[src/rtl/uart_loader_host_if.sv]
// +----------------------------------------------------------------------+
// | uart_loader_host_if : control, ROM and result-stream bundle          |
// | Rev 1.0                                                              |
// +----------------------------------------------------------------------+
`default_nettype none

interface uart_loader_host_if;
  logic        start;
  logic [31:0] prog_words;
  logic [31:0] rom_addr;
  logic [31:0] rom_data;
  logic [7:0]  out_data;
  logic        out_valid;
  logic        busy;
  logic        done;
  logic        err;

  modport master (
    output start, prog_words, rom_data,
    input  rom_addr, out_data, out_valid, busy, done, err
  );

  modport slave (
    input  start, prog_words, rom_data,
    output rom_addr, out_data, out_valid, busy, done, err
  );
endinterface

`default_nettype wire

[src/rtl/uart_loader_host.sv]
// +----------------------------------------------------------------------+
// | uart_loader_host : host-side peer of the UART program loader, with   |
// | uart_tx / uart_rx. Optional macro UART_HOST_FERR_EN drops ferr bytes.|
// | Rev 1.0                                                              |
// +----------------------------------------------------------------------+
`default_nettype none

module uart_tx #(
  parameter int CLK_PER_HALF_BIT = 217
) (
  input  wire logic       clk,
  input  wire logic       rst,
  input  wire logic       i_start,
  input  wire logic [7:0] i_data,
  output logic            o_txd,
  output logic            o_busy
);
  localparam logic [31:0] c_BIT_LAST = 32'(2 * CLK_PER_HALF_BIT - 1);

  logic [8:0]  r_sh;
  logic [3:0]  r_nbit;
  logic [31:0] r_cnt;
  logic        r_txd;
  logic        r_busy;

  always_ff @(posedge clk or posedge rst) begin
    if (rst) begin
      r_sh <= '0; r_nbit <= '0; r_cnt <= '0; r_txd <= 1'b1; r_busy <= 1'b0;
    end else if (!r_busy) begin
      if (i_start) begin
        r_sh <= {1'b1, i_data}; r_nbit <= '0; r_cnt <= '0;
        r_txd <= 1'b0; r_busy <= 1'b1;
      end
    end else if (r_cnt != c_BIT_LAST) begin
      r_cnt <= r_cnt + 32'd1;
    end else begin
      r_cnt <= '0;
      if (r_nbit == 4'd9) begin
        r_busy <= 1'b0; r_txd <= 1'b1;
      end else begin
        r_txd <= r_sh[0]; r_sh <= {1'b1, r_sh[8:1]}; r_nbit <= r_nbit + 4'd1;
      end
    end
  end

  assign o_txd  = r_txd;
  assign o_busy = r_busy;
endmodule

module uart_rx #(
  parameter int CLK_PER_HALF_BIT = 217
) (
  input  wire logic       clk,
  input  wire logic       rst,
  input  wire logic       i_rxd,
  output logic [7:0]      o_data,
  output logic            o_ready,
  output logic            o_ferr
);
  logic        r_s1, r_s2, r_act, r_ready, r_ferr;
  logic [3:0]  r_nbit;
  logic [31:0] r_cnt;
  logic [7:0]  r_sh, r_data;
  logic [31:0] w_lim;

  // First interval lands mid start bit, later ones step a full bit.
  assign w_lim = (r_nbit == 4'd0) ? 32'(CLK_PER_HALF_BIT - 1) : 32'(2 * CLK_PER_HALF_BIT - 1);

  always_ff @(posedge clk or posedge rst) begin
    if (rst) begin
      r_s1 <= 1'b1; r_s2 <= 1'b1; r_act <= 1'b0; r_nbit <= '0; r_cnt <= '0;
      r_sh <= '0; r_data <= '0; r_ready <= 1'b0; r_ferr <= 1'b0;
    end else begin
      r_s1 <= i_rxd;
      r_s2 <= r_s1;
      if (!r_act) begin
        if (!r_s2) begin
          r_act <= 1'b1; r_cnt <= '0; r_nbit <= '0; r_ready <= 1'b0;
        end
      end else if (r_cnt != w_lim) begin
        r_cnt <= r_cnt + 32'd1;
      end else begin
        r_cnt  <= '0;
        r_nbit <= r_nbit + 4'd1;
        if (r_nbit == 4'd0) begin
          if (r_s2) r_act <= 1'b0;
        end else if (r_nbit == 4'd9) begin
          r_act <= 1'b0; r_data <= r_sh; r_ferr <= ~r_s2; r_ready <= 1'b1;
        end else begin
          r_sh <= {r_s2, r_sh[7:1]};
        end
      end
    end
  end

  assign o_data  = r_data;
  assign o_ready = r_ready;
  assign o_ferr  = r_ferr;
endmodule

module uart_loader_host #(
  parameter int CLK_PER_HALF_BIT = 217,
  parameter int IDLE_TIMEOUT     = 1000000
) (
  input  wire logic         clk,
  input  wire logic         rst_uart,
  input  wire logic         rxd,
  output logic              txd,
  uart_loader_host_if.slave bus
);
`ifdef UART_HOST_FERR_EN
  localparam logic c_FERR_EN = 1'b1;
`else
  localparam logic c_FERR_EN = 1'b0;
`endif

  typedef enum logic [2:0] {
    S_IDLE, S_WAIT_SYNC, S_SEND_SIZE, S_FETCH, S_SEND_WORD, S_WAIT_ACK, S_STREAM, S_DONE
  } state_t;

  state_t      r_state;
  logic [31:0] r_wcnt, r_idx, r_shift, r_idle, r_rom_addr;
  logic [1:0]  r_bcnt;
  logic [7:0]  r_sdata, r_out_data;
  logic        r_tx_start, r_tx_wait, r_fwait, r_rx_seen;
  logic        r_out_valid, r_busy, r_done, r_err;
  logic        w_tx_busy, w_rx_ready, w_rx_ferr;
  logic [7:0]  w_rx_data;
  logic        w_take, w_drop, w_good, w_byte_done, w_sending;

  uart_tx #(.CLK_PER_HALF_BIT(CLK_PER_HALF_BIT)) u_tx (
    .clk(clk), .rst(rst_uart), .i_start(r_tx_start), .i_data(r_sdata),
    .o_txd(txd), .o_busy(w_tx_busy)
  );

  uart_rx #(.CLK_PER_HALF_BIT(CLK_PER_HALF_BIT)) u_rx (
    .clk(clk), .rst(rst_uart), .i_rxd(rxd),
    .o_data(w_rx_data), .o_ready(w_rx_ready), .o_ferr(w_rx_ferr)
  );

  // A level-high ready is consumed only on its first cycle.
  assign w_take      = w_rx_ready & ~r_rx_seen;
  assign w_drop      = w_take & w_rx_ferr & c_FERR_EN;
  assign w_good      = w_take & ~w_drop;
  assign w_byte_done = r_tx_wait & ~w_tx_busy;
  assign w_sending   = (r_state == S_SEND_SIZE) || (r_state == S_SEND_WORD);

  always_ff @(posedge clk or posedge rst_uart) begin
    if (rst_uart) begin
      r_state <= S_IDLE; r_wcnt <= '0; r_idx <= '0; r_shift <= '0; r_idle <= '0;
      r_rom_addr <= '0; r_bcnt <= '0; r_sdata <= '0; r_out_data <= '0;
      r_tx_start <= 1'b0; r_tx_wait <= 1'b0; r_fwait <= 1'b0; r_rx_seen <= 1'b0;
      r_out_valid <= 1'b0; r_busy <= 1'b0; r_done <= 1'b0; r_err <= 1'b0;
    end else begin
      r_out_valid <= 1'b0;
      r_rx_seen   <= w_rx_ready;
      if ((w_sending || r_state == S_FETCH) && w_take) r_err <= 1'b1;
      if (w_sending) begin
        if (!r_tx_start && !r_tx_wait) begin
          r_sdata <= r_shift[7:0]; r_tx_start <= 1'b1;
        end else if (r_tx_start && w_tx_busy) begin
          r_tx_start <= 1'b0; r_tx_wait <= 1'b1;
        end else if (w_byte_done) begin
          r_tx_wait <= 1'b0; r_shift <= {8'h00, r_shift[31:8]}; r_bcnt <= r_bcnt + 2'd1;
        end
      end
      case (r_state)
        S_IDLE, S_DONE: if (bus.start) begin
          r_wcnt <= bus.prog_words; r_idx <= '0; r_rom_addr <= '0;
          r_done <= 1'b0; r_err <= 1'b0; r_busy <= 1'b1; r_state <= S_WAIT_SYNC;
        end
        S_WAIT_SYNC: if (w_drop) r_err <= 1'b1;
          else if (w_good) begin
            if (w_rx_data == 8'h99) begin
              r_shift <= {r_wcnt[29:0], 2'b00}; r_bcnt <= '0; r_state <= S_SEND_SIZE;
            end else r_err <= 1'b1;
          end
        S_SEND_SIZE: if (w_byte_done && r_bcnt == 2'd3) begin
          if (r_wcnt == 32'd0) r_state <= S_WAIT_ACK;
          else begin
            r_rom_addr <= '0; r_fwait <= 1'b0; r_state <= S_FETCH;
          end
        end
        S_FETCH: if (!r_fwait) r_fwait <= 1'b1;
          else begin
            r_shift <= bus.rom_data; r_bcnt <= '0; r_fwait <= 1'b0; r_state <= S_SEND_WORD;
          end
        S_SEND_WORD: if (w_byte_done && r_bcnt == 2'd3) begin
          if (r_idx == r_wcnt - 32'd1) r_state <= S_WAIT_ACK;
          else begin
            r_idx <= r_idx + 32'd1; r_rom_addr <= r_rom_addr + 32'd1;
            r_fwait <= 1'b0; r_state <= S_FETCH;
          end
        end
        S_WAIT_ACK: if (w_drop) r_err <= 1'b1;
          else if (w_good) begin
            if (w_rx_data == 8'haa) begin
              r_idle <= '0; r_state <= S_STREAM;
            end else r_err <= 1'b1;
          end
        S_STREAM: if (w_take) begin
            r_idle <= '0;
            if (w_drop) r_err <= 1'b1;
            else begin
              r_out_data <= w_rx_data; r_out_valid <= 1'b1;
            end
          end else if (r_idle == 32'(IDLE_TIMEOUT - 1)) begin
            r_busy <= 1'b0; r_done <= 1'b1; r_state <= S_DONE;
          end else r_idle <= r_idle + 32'd1;
        default: r_state <= S_IDLE;
      endcase
    end
  end

  assign bus.rom_addr  = r_rom_addr;
  assign bus.out_data  = r_out_data;
  assign bus.out_valid = r_out_valid;
  assign bus.busy      = r_busy;
  assign bus.done      = r_done;
  assign bus.err       = r_err;
endmodule

`default_nettype wire

[src/flat_wrapper.sv]
// flat-port wrapper written by rule: the top's interface ports become plain ports
module uart_loader_host_flat 
#(
  parameter int CLK_PER_HALF_BIT = 217,
  parameter int IDLE_TIMEOUT     = 1000000
)
  (clk, rst_uart, rxd, txd, bus_start, bus_prog_words, bus_rom_data, bus_rom_addr, bus_out_data, bus_out_valid, bus_busy, bus_done, bus_err);
  uart_loader_host_if bus_i ();
  input  wire logic clk;
  input  wire logic rst_uart;
  input  wire logic rxd;
  output logic txd;
  input wire logic [$bits(bus_i.start)-1:0] bus_start;
  input wire logic [$bits(bus_i.prog_words)-1:0] bus_prog_words;
  input wire logic [$bits(bus_i.rom_data)-1:0] bus_rom_data;
  output wire logic [$bits(bus_i.rom_addr)-1:0] bus_rom_addr;
  output wire logic [$bits(bus_i.out_data)-1:0] bus_out_data;
  output wire logic [$bits(bus_i.out_valid)-1:0] bus_out_valid;
  output wire logic [$bits(bus_i.busy)-1:0] bus_busy;
  output wire logic [$bits(bus_i.done)-1:0] bus_done;
  output wire logic [$bits(bus_i.err)-1:0] bus_err;
  assign bus_i.start = bus_start;
  assign bus_i.prog_words = bus_prog_words;
  assign bus_i.rom_data = bus_rom_data;
  assign bus_rom_addr = bus_i.rom_addr;
  assign bus_out_data = bus_i.out_data;
  assign bus_out_valid = bus_i.out_valid;
  assign bus_busy = bus_i.busy;
  assign bus_done = bus_i.done;
  assign bus_err = bus_i.err;
  uart_loader_host #(.CLK_PER_HALF_BIT(CLK_PER_HALF_BIT), .IDLE_TIMEOUT(IDLE_TIMEOUT)) u_core (.clk(clk), .rst_uart(rst_uart), .rxd(rxd), .txd(txd), .bus(bus_i));
endmodule
[config.mk]
export PLATFORM = sky130hd
export DESIGN_NAME = uart_loader_host_flat
export DESIGN_NICKNAME = d
export VERILOG_FILES = /design/src/rtl/uart_loader_host_if.sv /design/src/rtl/uart_loader_host.sv /design/src/flat_wrapper.sv
export SDC_FILE = /design/constraint.sdc
export NUM_CORES = 1
export LEC_CHECK = 0
export BUFFER_PORTS_ARGS = -buffer_cell sky130_fd_sc_hd__buf_2
export CORE_MARGIN = 2
export CORE_UTILIZATION = 55
export CTS_BUF_LIST = sky130_fd_sc_hd__clkbuf_16
export DETAILED_ROUTE_END_ITERATION = 8
export GPL_TIMING_DRIVEN = 0
export HOLD_SLACK_MARGIN = 0.1
export PLACE_DENSITY = 0.82
export SYNTH_ARGS = -nofsm -noshare
export SYNTH_HDL_FRONTEND = slang
export SYNTH_SLANG_ARGS = --single-unit
[constraint.sdc]
create_clock -name clk -period 13.6 [get_ports clk]
set_input_delay 1.36 -clock clk [delete_from_list [all_inputs] [get_ports clk]]
set_output_delay 1.36 -clock clk [all_outputs]
set_load 0.01 [all_outputs]
==> results of run 1 <==
[cell usage in the layout (no fill, tap or decap), types with 6 or more instances in the layout]
cell type  Yosys  final
mux2_2        35     35
nand2_1      252    252
o211ai_1      12     12
clkbuf_1      73     73
or3_1         27     27
buf_1          6      6
or4_1         24     24
clkinv_2       0      6
o311ai_1       8      8
nor4b_1        7      7
and2_1        14     14
nor4_1        31     31
a222oi_1       8      8
o41ai_1       14     14
mux2i_1       52     52
clkinv_1       2      9
nand3_1       71     71
o21ai_0      122    122
dfrtp_1      289    289
a31oi_1       22     22
a22oi_1       22     22
and4_1        12     12
nand2b_1      28     28
and3_1        28     28
nor3b_1        7      7
a21oi_1       67     67
nand4_1       52     52
xnor2_1       40     40
o31ai_1       42     42
or2_2          7      7
xor2_1        44     44
nor2_1       128    128
clkbuf_16      0     31
ha_1          13     13
inv_1         34     37
nor3_1        46     46
o21ai_1       17     17
buf_2          6    118
nor2b_1       21     21
[metrics by stage]
| stage | instances | util, % | power (mW) |
|---|---|---|---|
| finish | 2306 | 62.96 | 1.738 |
| CTS | 2304 | 62.94 | 1.752 |
| global placement | 2245 | 59.21 | 0.9144 |
| detailed placement | 2247 | 59.42 | 0.9163 |
| global route | 2305 | 62.95 | 1.793 |
| floorplan | 1749 | - | 0.8987 |
[cell type report]
type | instances | area share, %
Clock buffer | 31 | 4.304
Timing Repair Buffer | 114 | 3.416
Sequential cell | 292 | 40.57
Antenna cell | 2 | 0.02777
Inverter | 36 | 0.7914
Multi-Input combinational cell | 1328 | 44.74
Tap cell | 384 | 2.666
Buffer | 93 | 2.208
Clock inverter | 26 | 1.284
[synthesized netlist by cell type (all sizes together), types with 14 or more instances]
library cell  number  area, µm²
clkbuf            73      274.0
inv               34      127.6
and3              28      175.2
nand4             53      337.8
a31oi             22      137.6
a22oi             22      165.2
and2              15      93.84
nand2b            28      175.2
xor2              44      385.4
mux2              35      394.1
xnor2             40      350.3
nor2b             21      131.4
nand2            252      945.9
or4               24      180.2
a21oi             67      335.3
mux2i             52      520.5
nor3              46      230.2
o21ai            139      695.7
nand3             71      355.3
nor2             129      500.5
o41ai             14      122.6
nor4              33      227.7
buf               20      123.9
or3               27      168.9
dfrtp            289       7232
o31ai             42      315.3
[worst reg2reg max path: cells and delay by family, from the launching register on]
family | cells | cell delay, ps
buffers and inverters | 3 | 980
AO/OA/AOI/OAI | 4 | 850
AND/OR/NAND/NOR | 5 | 2520
flip-flops | 1 | 360
[routing by layer]
layer,routed length (µm),vias to the layer above
met5,0,-
met4,1465,0
met3,2947,120
met2,19980,606
met1,17980,6917
li1,-,6655
[power groups by stage]
stage | combinational, mW | clock, mW | sequential [mW]
floorplan | 0.0130 | 0 | 0.886
global placement | 0.0284 | 0 | 0.886
detailed placement | 0.0310 | 0 | 0.885
CTS | 0.0310 | 0.852 | 0.869
global route | 0.0345 | 0.890 | 0.869
finish | 0.0301 | 0.838 | 0.870
[kinds of logic after synthesis]
group	Yosys count	synth area share [%]
adders and majority gates	13	1.023
buffers and inverters	129	3.351
DFF	292	45.96
AOI/OAI and AO/OA	363	14.26
xor gates and xnor gates	84	4.625
muxes	87	5.750
and+or+nand+nor	781	25.03
[registers in the layout, indices dropped and copies added (netlist names), 2 cells and up]
register	cells
u_core.r_idx	32
u_core.u_tx.r_cnt	32
u_core.u_tx.r_nbit	4
u_core.r_bcnt	2
u_core.u_rx.r_sh	8
u_core.u_rx.o_data	8
u_core.r_shift	32
u_core.u_rx.r_cnt	32
u_core.bus.out_data	8
u_core.r_sdata	8
u_core.r_idle	32
u_core.r_wcnt	32
u_core.bus.rom_addr	32
u_core.u_rx.r_nbit	4
u_core.r_state	3
u_core.u_tx.r_sh	9
[worst max path at each step]
stage	start	endpoint	slack, ps	depth (start not counted)
finish	u_core.r_wcnt[9]$_DFFE_PP0P_	u_core.bus.rom_addr[21]$_DFFE_PP0P_	8760	12
global route	u_core.r_wcnt[9]$_DFFE_PP0P_	u_core.bus.rom_addr[20]$_DFFE_PP0P_	8430	12
CTS	u_core.r_wcnt[9]$_DFFE_PP0P_	u_core.bus.rom_addr[21]$_DFFE_PP0P_	8870	12
detailed placement	u_core.r_wcnt[9]$_DFFE_PP0P_	u_core.bus.rom_addr[21]$_DFFE_PP0P_	8910	12
global placement	rst_uart	u_core.r_wcnt[8]$_DFFE_PP0P_	1110	2
floorplan	rst_uart	u_core.bus.busy$_DFFE_PP0P_	4180	1
==> reports/summary.txt, run 1 <==
Clock Sinks: 292
final instance area: 18020 µm²
total CTS buffers: 31
min-delay src: u_core.u_rx.r_s1$_DFF_PP1_
yosys warns: 0
reg2reg start: u_core.r_wcnt[9]$_DFFE_PP0P_
Reg2Reg Setup Slack: 8760 ps
GRT Max-Usage Layer: met2
area grow syn2layout: 13.30%
Routed Antenna Nets: 0
Core ar.: 28630 µm²
GR Util met1: 37.38%
Comb pwr share: 1.7%
Worst-Skew Late Latency: 570 ps
first-iteration detailed-routing DRC count: 1590
cells on worst reg2reg path: 12
register area: 7311 µm²
predominant post-synthesis flop cell: dfrtp_1
most frequent CP cell: nand2_1
met3 usage: 4.156%
Cell Area, Synth: 15910 µm²
Syn Area/Cell: 9.095 µm²
final hold viol count: 0
Hold Worst Slack: 354.5 ps
Max Clk Rate: 0.2068 GHz
total die area: 30300 µm²
relative slew slack: 14.08%
worst-path cell chain: clkbuf_1 -> nor4_1 -> nand4_1 -> nor3_1 -> nand2_1 -> a31oi_1 -> o21ai_1 -> nand2_1 -> buf_2 -> buf_1 -> o311ai_1 -> o41ai_1
Int Pwr: 1.367 mW
DR pass1 iterations: 6
pre-CTS setup slack: 8906 ps
Reg clk slew, reported paths: 60 ps
# fillers: 2371
grt met2 use: 46.15%
Starting Density: 55.57%
final net count: 1977
hold endpoint: u_core.u_rx.r_s2$_DFF_PP1_
Crit. End Element: flop
Max H-tree Level: 1
row cnt: 62
Crit Path Class: flop to flop
Final Slew Violations: 0
critical path's largest stage delay: 940 ps
Area after DPL: 17010 µm²
die height: 174.1 µm
register share of total power: 50.0%
GR Util All Layers: 27.87%
Cells after Synth: 1749
Worst Path Required: 14050 ps
io pins: 113
Post-CTS Setup Bufs: 0
CTS tree: built
status: complete, no violations
cell depth of the worst hold path: 0
endpoints failing setup: 0
Layout Skew: 17.71 ps
Final GP Congestion: 0.9402
clock share of power: 48.2%
Power Density: 96.44 nW/µm²
Max IR drop VDD: 96.26 µV
first-pass GRT wire length: 70.39 mm
crit path time final: 4837 ps
unrepaired setup endpoints after global routing: false
clock root buffer: clkbuf_16
Crit Path Max Fanout: 10
area of the multi-input gates: 8063 µm²
Worst-Margin Slew: 1279 ps
ys async rst share: 100.0%
number of remaining DRC errors: 0
largest net degree at the start of global routing: 120
clock buffer depth: 3
sequential fraction of the synthesis area: 45.96%
Max-Cap Viols: 0
CP max stage cell: nor4_1
vias in the first global route: 14210
post-DP HPWL: 30.34 mm
Die W: 174.1 µm
DR vias: 14300
worst reg2reg endpoint: u_core.bus.rom_addr[21]$_DFFE_PP0P_
CTS resizes: 0
Crit path max-delay family: simple AND/OR/NAND/NOR gates
final worst slack: 8763 ps
grt ovf: 0
Synthesized Nets: 1830
Yosys cell types: 73
Psw: 0.3714 mW
# port buffers: 112
register bit total from synthesis: 292
WL final: 42.37 mm
number of synthesized flops with an enable pin: 0
period utilisation layout: 35.56%
Buf+Inv Stages, Crit Path: 3
TNS Setup: 0 ps
routed vias/inst: 6.200
share of cells above drive strength 1: 11.88%
Critical Path AT: 5280 ps
CP startpoint kind: flop
wire per inst: 18.38 µm
leakage power: 7.631 nW
Hold/Removal Path Class: flop to flop
Net Sw Frac: 21.37%
antenna violations before repair: 2
Hold-fix buffers, CTS: 0
No activity file was read; power rests on OpenSTA's default activity.
==> run 2: changes to the inputs <==
--- a/config.mk
+++ b/config.mk
@@ -5,6 +5,7 @@
 export SDC_FILE = /design/constraint.sdc
 export NUM_CORES = 1
 export LEC_CHECK = 0
+export ABC_AREA = 1
 export BUFFER_PORTS_ARGS = -buffer_cell sky130_fd_sc_hd__buf_2
 export CORE_MARGIN = 2
 export CORE_UTILIZATION = 55
@@ -12,7 +13,7 @@
 export DETAILED_ROUTE_END_ITERATION = 8
 export GPL_TIMING_DRIVEN = 0
 export HOLD_SLACK_MARGIN = 0.1
-export PLACE_DENSITY = 0.82
+export PLACE_DENSITY = 0.81
 export SYNTH_ARGS = -nofsm -noshare
 export SYNTH_HDL_FRONTEND = slang
 export SYNTH_SLANG_ARGS = --single-unit
==> constraint.sdc (replaced) <==
create_clock -name clk -period 4.9 [get_ports clk]
set_input_delay 0.49 -clock clk [delete_from_list [all_inputs] [get_ports clk]]
set_output_delay 0.49 -clock clk [all_outputs]
set_load 0.01 [all_outputs]
==> run 2 against run 1 <==
Compared with the run above: synthesized cell count grew 38%; via count up 20%; fmax rose by 69%; combinational power grew to 6.2 times the previous value; critical endpoint is now u_core.r_wcnt[1]$_DFFE_PP0P_; area after synthesis increased by 10%; global-route usage increased by 3.3 points; total power grew to 3.0 times the previous value; clock skew rose by 4.6 ps; largest power group is now clock; non-clock buffer count fell by 4.
==> reports/summary.txt, run 2 <==
status: complete, no violations (unchanged)
Clock Sinks: 292 (unchanged)
relative slew slack: 45.37% (was 14.08%)
top-area cell type share of the netlist area: 41.29% (was 45.47%)
largest net degree at the start of global routing: 44 (was 120)
Routed Antenna Nets: 0 (unchanged)
Hold Worst Slack: 165.0 ps (was 354.5 ps)
Synthesized Nets: 2497 (was 1830)
most common cell after layout, fill and taps aside: nand2_1 (was dfrtp_1)
clock root buffer: clkbuf_16 (unchanged)
TNS Setup: 0 ps (unchanged)
Power, Total: 5.139 mW (was 1.738 mW)
worst-path cell chain: inv_1 -> nor2_1 -> nor3_1 -> inv_1 -> nor2_1 -> clkbuf_1 -> nand2_1 -> o21ai_0 (was clkbuf_1 -> nor4_1 -> nand4_1 -> nor3_1 -> nand2_1 -> a31oi_1 -> o21ai_1 -> nand2_1 -> buf_2 -> buf_1 -> o311ai_1 -> o41ai_1)
Reg clk slew, reported paths: 60 ps (about the same)
Critical Path AT: 3290 ps (was 5280 ps)
Crit Path Class: flop to flop (unchanged)
Max-Cap Viols: 0 (unchanged)
DR pass1 iterations: 6 (unchanged)
pre-CTS setup slack: 2153 ps (was 8906 ps)
share of cells above drive strength 1: 8.671% (was 11.88%)
Yosys cell types: 53 (was 73)
post-DP HPWL: 38.97 mm (was 30.34 mm)
Core Util, Final: 63.04% (was 62.96%)
register bit total from synthesis: 292 (unchanged)
worst reg2reg endpoint: u_core.r_wcnt[1]$_DFFE_PP0P_ (was u_core.bus.rom_addr[21]$_DFFE_PP0P_)
Starting Density: 55.65% (was 55.57%)
Worst Setup SP: u_core.r_state[0]$_DFFE_PP0P_ (was u_core.r_wcnt[9]$_DFFE_PP0P_)
predominant post-synthesis flop cell: dfrtp_1 (unchanged)
Core ar.: 31470 µm² (was 28630 µm²)
sequential fraction of the synthesis area: 41.74% (was 45.96%)
Layout Skew: 22.31 ps (was 17.71 ps)
endpoints failing setup: 0 (unchanged)
end of the critical path: u_core.r_wcnt[1]$_DFFE_PP0P_ (was u_core.bus.rom_addr[21]$_DFFE_PP0P_)
number of synthesized flops with an enable pin: 0 (unchanged)
final worst slack: 2038 ps (was 8763 ps)
Syn Area/Cell: 7.250 µm² (was 9.095 µm²)
antenna violations before repair: 2 (unchanged)
Worst Path Required: 5330 ps (was 14050 ps)
Die W: 182.5 µm (was 174.1 µm)
Reg2Reg Setup Slack: 2040 ps (was 8760 ps)
final net count: 2655 (was 1977)
row cnt: 65 (was 62)
number of remaining DRC errors: 0 (unchanged)
most frequent cells in the layout: nand2_1 (715), dfrtp_1 (289), nor2_1 (287) (was dfrtp_1 (289), nand2_1 (252), nor2_1 (128))
dpl cells: 2938 (was 2247)
ys async rst share: 100.0% (unchanged)
die height: 182.5 µm (was 174.1 µm)
# port buffers: 112 (unchanged)
total die area: 33290 µm² (was 30300 µm²)
critical path's largest stage delay: 640 ps (was 940 ps)
leading area contributor after synthesis: dfrtp_1 (unchanged)
GR Util All Layers: 31.20% (was 27.87%)
Max IR drop VDD: 211.0 µV (was 96.26 µV)
io pins: 113 (unchanged)
first-pass GRT wire length: 83.81 mm (was 70.39 mm)
Power Density: 259.0 nW/µm² (was 96.44 nW/µm²)
top-count cell post-synth: nand2_1 (was dfrtp_1)
final hold viol count: 0 (unchanged)
top cells by count, synth: nand2_1 (715), dfrtp_1 (289), nor2_1 (287), inv_1 (250), o21ai_0 (135) (was dfrtp_1 (289), nand2_1 (252), nor2_1 (128), o21ai_0 (122), clkbuf_1 (73))
WL final: 51.69 mm (was 42.37 mm)
period utilisation layout: 58.41% (was 35.56%)
Max H-tree Level: 2 (was 1)
# fillers: 2729 (was 2371)
CP max stage cell: nor2_1 (was nor4_1)
grt ovf: 0 (unchanged)
unrepaired setup endpoints after global routing: false (unchanged)
Crit Path Max Fanout: 10 (unchanged)
clock buffer depth: 3 (unchanged)
leakage power: 8.685 nW (was 7.631 nW)
Layout Cells excl Fill: 2999 (was 2306)
Max Clk Rate: 0.3494 GHz (was 0.2068 GHz)
total CTS buffers: 34 (was 31)
cells on worst reg2reg path: 8 (was 12)
wire per inst: 17.24 µm (was 18.38 µm)
CTS tree: built (unchanged)
routed vias/inst: 5.742 (was 6.200)
Final GP Congestion: 0.9766 (was 0.9402)
Final Slew Violations: 0 (unchanged)
CP startpoint kind: flop (unchanged)
Cells after Synth: 2416 (was 1749)
Hold/Removal Path Class: input pin to flop (was flop to flop)
DR vias: 17220 (was 14300)
area grow syn2layout: 13.26% (was 13.30%)
Worst-Margin Slew: 816.4 ps (was 1279 ps)
reg2reg start: u_core.r_state[0]$_DFFE_PP0P_ (was u_core.r_wcnt[9]$_DFFE_PP0P_)
top cells by area, synth: dfrtp_1 (41%), nand2_1 (15%), nor2_1 (6.2%) (was dfrtp_1 (45%), nand2_1 (5.9%), o21ai_0 (3.8%))
vias in the first global route: 16450 (was 14210)
crit path time final: 2862 ps (was 4837 ps)
first-iteration detailed-routing DRC count: 1567 (was 1590)
Cell Area, Synth: 17520 µm² (was 15910 µm²)
yosys warns: 0 (unchanged)
final instance area: 19840 µm² (was 18020 µm²)
Area after DPL: 18740 µm² (was 17010 µm²)
Crit. End Element: flop (unchanged)
register area: 7311 µm² (unchanged)
area of the multi-input gates: 8861 µm² (was 8063 µm²)
Worst-Skew Late Latency: 540 ps (was 570 ps)
-- run 2: cell count changes in the layout (fill, tap and decap cells not counted), moves of 24 or more --
| cell | change |
|---|---|
| a21oi_1 | -34 |
| and3_1 | -28 |
| inv_1 | +219 |
| mux2_2 | -34 |
| mux2i_1 | -49 |
| nand2_1 | +463 |
| nand2b_1 | -28 |
| nand3_1 | +56 |
| nor2_1 | +159 |
| o22ai_1 | +29 |
| o31ai_1 | -34 |
| or3_1 | -27 |
| or4_1 | -24 |
| xor2_1 | +41 |
-- run 2: repair_timing --
item,4_1_cts,5_1_grt
setup buffers,0,0
gates resized for setup,0,0
hold endpoints to repair,17,0
endpoints found under the setup margin,0,0
hold buffers,2,0
-- run 2: where the power goes --
group | switching (mW) | internal (mW) | total (mW)
registers | 0.0286 | 2.43 | 2.46
logic | 0.121 | 0.0646 | 0.186
clock network | 1.06 | 1.43 | 2.49
-- run 2: layout make-up --
class / instances / area share [%]
antenna: 2 / 0.02523
clock inverter: 23 / 1.110
multi-input combinational: 1785 / 44.66
clock buffer: 34 / 4.288
inverter: 258 / 4.900
timing repair buffer: 122 / 3.733
buffer: 81 / 1.898
tap: 402 / 2.535
sequential: 292 / 36.85
-- run 2: metal layers --
layer	GRT usage (%)	wire, µm	vias to the layer above
met2	49.81	23680	719
met4	12.42	1993	0
met5	0	0	-
li1	-	-	8207
met3	4.909	3741	131
met1	42.81	22270	8164
-- run 2: cells by family after synthesis --
family	synth area share, %
simple gates	32.81
buf+inv	7.679
flops	41.74
compound gates	9.707
xor+xnor	6.900
fa+ha+maj	0.9286
mux	0.2357
-- run 2: how the worst min path moves through the flow --
stage / start / end / depth (start not counted)
global route: bus_prog_words[17] / u_core.r_wcnt[17]$_DFFE_PP0P_ / 3
CTS: bus_prog_words[12] / u_core.r_wcnt[12]$_DFFE_PP0P_ / 3
floorplan: u_core.u_rx.r_s1$_DFF_PP1_ / u_core.u_rx.r_s2$_DFF_PP1_ / 0
global placement: u_core.u_rx.r_s1$_DFF_PP1_ / u_core.u_rx.r_s2$_DFF_PP1_ / 0
finish: bus_prog_words[15] / u_core.r_wcnt[15]$_DFFE_PP0P_ / 3
detailed placement: u_core.u_rx.r_s1$_DFF_PP1_ / u_core.u_rx.r_s2$_DFF_PP1_ / 0
-- run 2: critical path, delay by kind of cell (launching register included) --
family / cells / cell delay [ps]
AOI/OAI and AO/OA: 1 / 150
buffers and inverters: 3 / 900
DFF: 1 / 390
and+or+nand+nor: 4 / 1320
